$ cat config.mk
export PLATFORM = sky130hd
export DESIGN_NAME = ha_serial_add_arbiter
export DESIGN_NICKNAME = d
export VERILOG_FILES = /design/src/rtl/ha_serial_add_arbiter.sv
export SDC_FILE = /design/constraint.sdc
export NUM_CORES = 1
export LEC_CHECK = 0
export BUFFER_PORTS_ARGS = -buffer_cell sky130_fd_sc_hd__buf_2
export CORE_MARGIN = 8
export CORE_UTILIZATION = 40
export CTS_BUF_LIST = sky130_fd_sc_hd__clkbuf_8
export CTS_CLUSTER_SIZE = 20
export DETAILED_ROUTE_END_ITERATION = 7
export PLACE_DENSITY = 0.76
export SLEW_MARGIN = 20
export SYNTH_ARGS = -nofsm -noshare
export SYNTH_HDL_FRONTEND = slang
export SYNTH_SLANG_ARGS = --single-unit
$ cat constraint.sdc
create_clock -name clk -period 1.6 [get_ports clk]
set_clock_uncertainty 0.2 [all_clocks]
set_input_delay 0.32 -clock clk [delete_from_list [all_inputs] [get_ports clk]]
set_output_delay 0.32 -clock clk [all_outputs]
set_load 0.02 [all_outputs]
$ cat src/rtl/ha_serial_add_arbiter.sv
// Purpose: two-requester round-robin front end for a single bit-serial adder built from two half-adder cells.
// Latency: grant pulse 1 cycle after the request is sampled in IDLE, done pulse WIDTH+1 cycles after that sample.
// Backpressure: none queued; requests are sampled only in IDLE and ignored while busy.

module ha_serial_add_arbiter_ha (
    input  logic x,
    input  logic y,
    output logic s,
    output logic c
);
    assign s = x ^ y;
    assign c = x & y;
endmodule

module ha_serial_add_arbiter #(
    parameter int WIDTH = 8
) (
    input  logic             clk,
    input  logic             rst_n,
    input  logic             req0,
    input  logic [WIDTH-1:0] a0,
    input  logic [WIDTH-1:0] b0,
    input  logic             req1,
    input  logic [WIDTH-1:0] a1,
    input  logic [WIDTH-1:0] b1,
    output logic             gnt0,
    output logic             gnt1,
    output logic             busy,
    output logic             done,
    output logic [WIDTH-1:0] sum,
    output logic             cout,
    output logic             owner
);
    localparam int CW = (WIDTH > 2) ? $clog2(WIDTH) : 1;
    localparam logic [CW-1:0] LAST_BIT = CW'(WIDTH - 1);

    typedef enum logic [1:0] {
        IDLE  = 2'd0,
        SHIFT = 2'd1,
        DONE  = 2'd2
    } state_t;

    state_t           state;
    logic [WIDTH-1:0] a_sr;
    logic [WIDTH-1:0] b_sr;
    logic [WIDTH-1:0] s_sr;
    logic [CW-1:0]    count;
    logic             c;
    logic             last;

    logic             p;
    logic             g1;
    logic             s;
    logic             g2;
    logic             c_next;
    logic [WIDTH-1:0] s_sr_next;
    logic             any_req;
    logic             win1;

    // Full adder for the current bit: operand half adder, then carry-in half adder.
    ha_serial_add_arbiter_ha u_ha1 (.x(a_sr[0]), .y(b_sr[0]), .s(p), .c(g1));
    ha_serial_add_arbiter_ha u_ha2 (.x(p),       .y(c),       .s(s), .c(g2));

    assign c_next    = g1 | g2;
    assign s_sr_next = (s_sr >> 1) | {s, {(WIDTH-1){1'b0}}};

    // Round robin: requester 1 wins when alone, or on a tie when requester 0 was served last.
    assign any_req = req0 | req1;
    assign win1    = req1 & (~req0 | ~last);

    assign busy = (state != IDLE);

    // Arbitration, operand capture, serial add and result publication.
    always_ff @(posedge clk) begin
        if (!rst_n) begin
            state <= IDLE;
            a_sr  <= '0;
            b_sr  <= '0;
            s_sr  <= '0;
            count <= '0;
            c     <= 1'b0;
            last  <= 1'b1;
            gnt0  <= 1'b0;
            gnt1  <= 1'b0;
            done  <= 1'b0;
            sum   <= '0;
            cout  <= 1'b0;
            owner <= 1'b0;
        end else begin
            gnt0 <= 1'b0;
            gnt1 <= 1'b0;
            done <= 1'b0;
            case (state)
                IDLE: begin
                    if (any_req) begin
                        a_sr  <= win1 ? a1 : a0;
                        b_sr  <= win1 ? b1 : b0;
                        s_sr  <= '0;
                        c     <= 1'b0;
                        count <= '0;
                        last  <= win1;
                        gnt0  <= ~win1;
                        gnt1  <= win1;
                        state <= SHIFT;
                    end
                end
                SHIFT: begin
                    a_sr  <= a_sr >> 1;
                    b_sr  <= b_sr >> 1;
                    s_sr  <= s_sr_next;
                    c     <= c_next;
                    count <= count + 1'b1;
                    if (count == LAST_BIT) begin
                        sum   <= s_sr_next;
                        cout  <= c_next;
                        owner <= last;
                        done  <= 1'b1;
                        count <= '0;
                        state <= DONE;
                    end
                end
                DONE: begin
                    state <= IDLE;
                end
                default: begin
                    state <= IDLE;
                end
            endcase
        end
    end
endmodule

==> metrics.md <==
| Metric | Value |
|---|---|
| Clk_lat worst skew | `0.29 ns` |
| Critical path class | `flip-flop to primary output` |
| Die width | `84.9 microns` |
| HP Class | `primary input to flip-flop` |
| Top post-synthesis cells by area | `dfxtp_1 45%, a32o_1 6.9%, o21ai_0 4.7%` |
| All-layer global routing usage | `0.123` |
| Gr ovfl total | `0` |
| Worst EP required | `1.08 ns` |
| Highest Clock Rate | `630 MHz` |
| Minimum clock period | `1.59 ns` |
| DR top layer | `met4` |
| Pin count of the biggest net entering global routing | `33` |
| Maximum VDD drop | `0.434 mV` |
| Cts bufs inserted | `5` |
| Fin crit share | `0.991` |
| Clk buf depth | `2` |
| Initial antenna violation count | `0` |
| Diode count | `0` |
| RSZ-0062 raised after global routing | `yes` |
| Max Cap Viol | `0` |
| Post-Synthesis Net Count | `253` |
| Fin cells | `321` |
| Max-slew violations | `0` |
| Syn avg cell area | `8.88 sq um` |
| DR WL met3 | `179 microns` |
| Detailed Routing Iterations Pass 1 | `4` |
| Worst setup margin | `0.0138 ns` |
| Crit path max fanout | `4` |
| Yosys top cell by area | `dfxtp_1` |
| Top-area cell type share of the netlist area | `0.453` |
| Starting DRT DRC Count | `128` |
| Vias per cell | `5.09` |
| Leakage dissipation | `1.00 nW` |
| Die ar. | `7210 sq um` |
| Pwr/cell area | `907 nW/um^2` |
| Clock sinks | `43` |
| DP Cell Count | `310` |
| Final hold vios | `0` |
| Share of layout cells above drive strength 1 | `0.311` |
| Area grow syn2layout | `25.8%` |
| H-tree levels | `2` |
| PnR Total Power | `2.17 mW` |
| Die H | `84.9 microns` |
| Buffers on Ports | `49` |
| Register bit total from synthesis | `43` |
| WL met2 | `2190 microns` |
| Outcome | `completed` |
| CTS tree | `yes` |
| Vias | `1633` |
| Slew headroom | `0.662` |
| CTS Root Cell | `clkbuf_8` |
| Total wire length | `4320 microns` |
| Initial Util | `0.408` |
| Antenna-violating nets left | `0` |
| Final setup violation count | `0` |
| GPL Wtd Cong | `0.708` |
| Dpl hpwl | `3120 microns` |
| Pre-CTS setup slack | `-0.0957 ns` |
| Mapped Cells | `214` |
| CP startpoint kind | `flip-flop` |
| Clk slew on worst S/H paths | `0.08 ns` |
| Critical Path End Type | `primary output` |
| Least-Margin Pin Slew | `0.507 ns` |
| Mapped cell area | `1900 sq um` |
| Yosys cell types | `29` |
| Layout Nets | `305` |
| First-pass GRT wire length | `7270 microns` |
| Drt drc | `0` |
| Hold Buf Count CTS | `0` |
| Post-synthesis sequential area ratio | `0.453` |
| I/O pins | `50` |
| Core area | `4660 sq um` |
| Yosys warns | `0` |
| Row count | `25` |
| DRT met1 WL | `1900 microns` |
| Data arrival time of the worst path | `1.07 ns` |
| WL per Instance | `13.4 microns` |
| Vias in the first global route | `1601` |
| Core Util, Final | `0.513` |
## final cells by class
class                   count  area (sq um)
fillers                   451          2270
multi-input cells         151           962
flip-flops and latches     43           867
repair buffers             62           387
clock buffers               6          82.6
well taps                  54          67.6
clock inverters             2          12.5
inverters                   3          11.3
## power breakdown
group          switching, mW  internal (mW)  total [mW]
registers             0.0268           1.12        1.14
logic                  0.147          0.164       0.311
clock network          0.366          0.348       0.714
## layer usage
| layer | up-vias | track usage |
|---|---|---|
| met5 | - | 0 |
| met4 | 0 | 0.0437 |
| met3 | 2 | 0.0347 |
| met2 | 32 | 0.214 |
| met1 | 752 | 0.140 |
| li1 | 847 | - |
## cells in the mapped netlist
master	count
dfxtp_1	43
nand2_1	24
nor2_1	19
o21ai_0	18
a32o_1	13
nor2b_1	13
a21boi_1	11
a22oi_1	11
buf_2	10
nand2b_1	9
o21ai_1	9
clkbuf_1	5
or2b_1	5
inv_1	3
a21oi_1	2
and3_1	2
buf_6	2
ha_1	2
mux2i_1	2
o2bb2ai_1	2
a22o_1	1
a31o_2	1
and2_1	1
and2_4	1
fa_1	1
nor3_1	1
nor3_2	1
o211ai_1	1
or2_4	1
## cells in the final DEF, fill, tap and decap left out, types with 2 or more instances in the layout
| master | n |
|---|---|
| nand2_1 | 23 |
| nand2b_1 | 9 |
| o21ai_1 | 10 |
| or2b_1 | 5 |
| a32o_1 | 13 |
| buf_4 | 10 |
| mux2i_1 | 2 |
| a21boi_1 | 10 |
| o21ai_0 | 17 |
| nor2b_1 | 12 |
| dfxtp_2 | 2 |
| inv_1 | 3 |
| a21oi_1 | 2 |
| buf_12 | 3 |
| buf_2 | 48 |
| clkbuf_8 | 6 |
| dfxtp_1 | 40 |
| and3_1 | 2 |
| o2bb2ai_1 | 2 |
| a22oi_1 | 11 |
| nor2_1 | 17 |
## kinds of logic (layout without fill, tap and decap cells)
| group | Yosys count | count (layout) | share of synthesized area |
|---|---|---|---|
| AO/OA/AOI/OAI | 69 | 69 | 0.254 |
| adder cells (fa/ha/maj) | 3 | 3 | 0.0237 |
| buffers and inverters | 20 | 73 | 0.0540 |
| flip-flops | 43 | 43 | 0.453 |
| multiplexers | 2 | 2 | 0.0105 |
| AND/OR/NAND/NOR | 77 | 77 | 0.204 |
## timing repair
action,CTS,global route
pin swaps,1,1
resized for setup,5,12
endpoints found under the setup margin,14,19
buffers inserted,0,3
## state kept, by name, indices dropped and copies added (netlist names)
name and flops:
state 2, gnt0 1, gnt1 1, owner 1, b_sr 8, last 1, s_sr 7, c 1
done 1, sum 8, count 3, cout 1, a_sr 8
## stage by stage
stage / TNS, ns / area (sq um) / hold slack, ns
global route: -0.0368 / 2390 / 0.126
floorplan: 0 / 1900 / 0.224
finish: 0 / 2390 / 0.109
CTS: -0.0691 / 2340 / 0.107
detailed placement: -0.935 / 2230 / 0.244
global placement: -1.03 / 2230 / 0.235
## worst paths after layout
path / startpoint / to / slack [ns] / cells past startpoint
setup / recovery: state[0] / busy / 0.01 / 4
hold / removal: b0[7] / b_sr[7] / 0.11 / 3
setup reg to reg: state[0] / b_sr[1] / 0.09 / 5
hold reg to reg: sum[1] / sum[1] / 0.25 / 2
## worst max-delay path, cell delays in order, from the launching register on
cell and delay (ns):
dfxtp_4 0.37, buf_12 0.13, nor2_4 0.11, inv_2 0.05
buf_6 0.12
(Power assumes the default switching activity.)
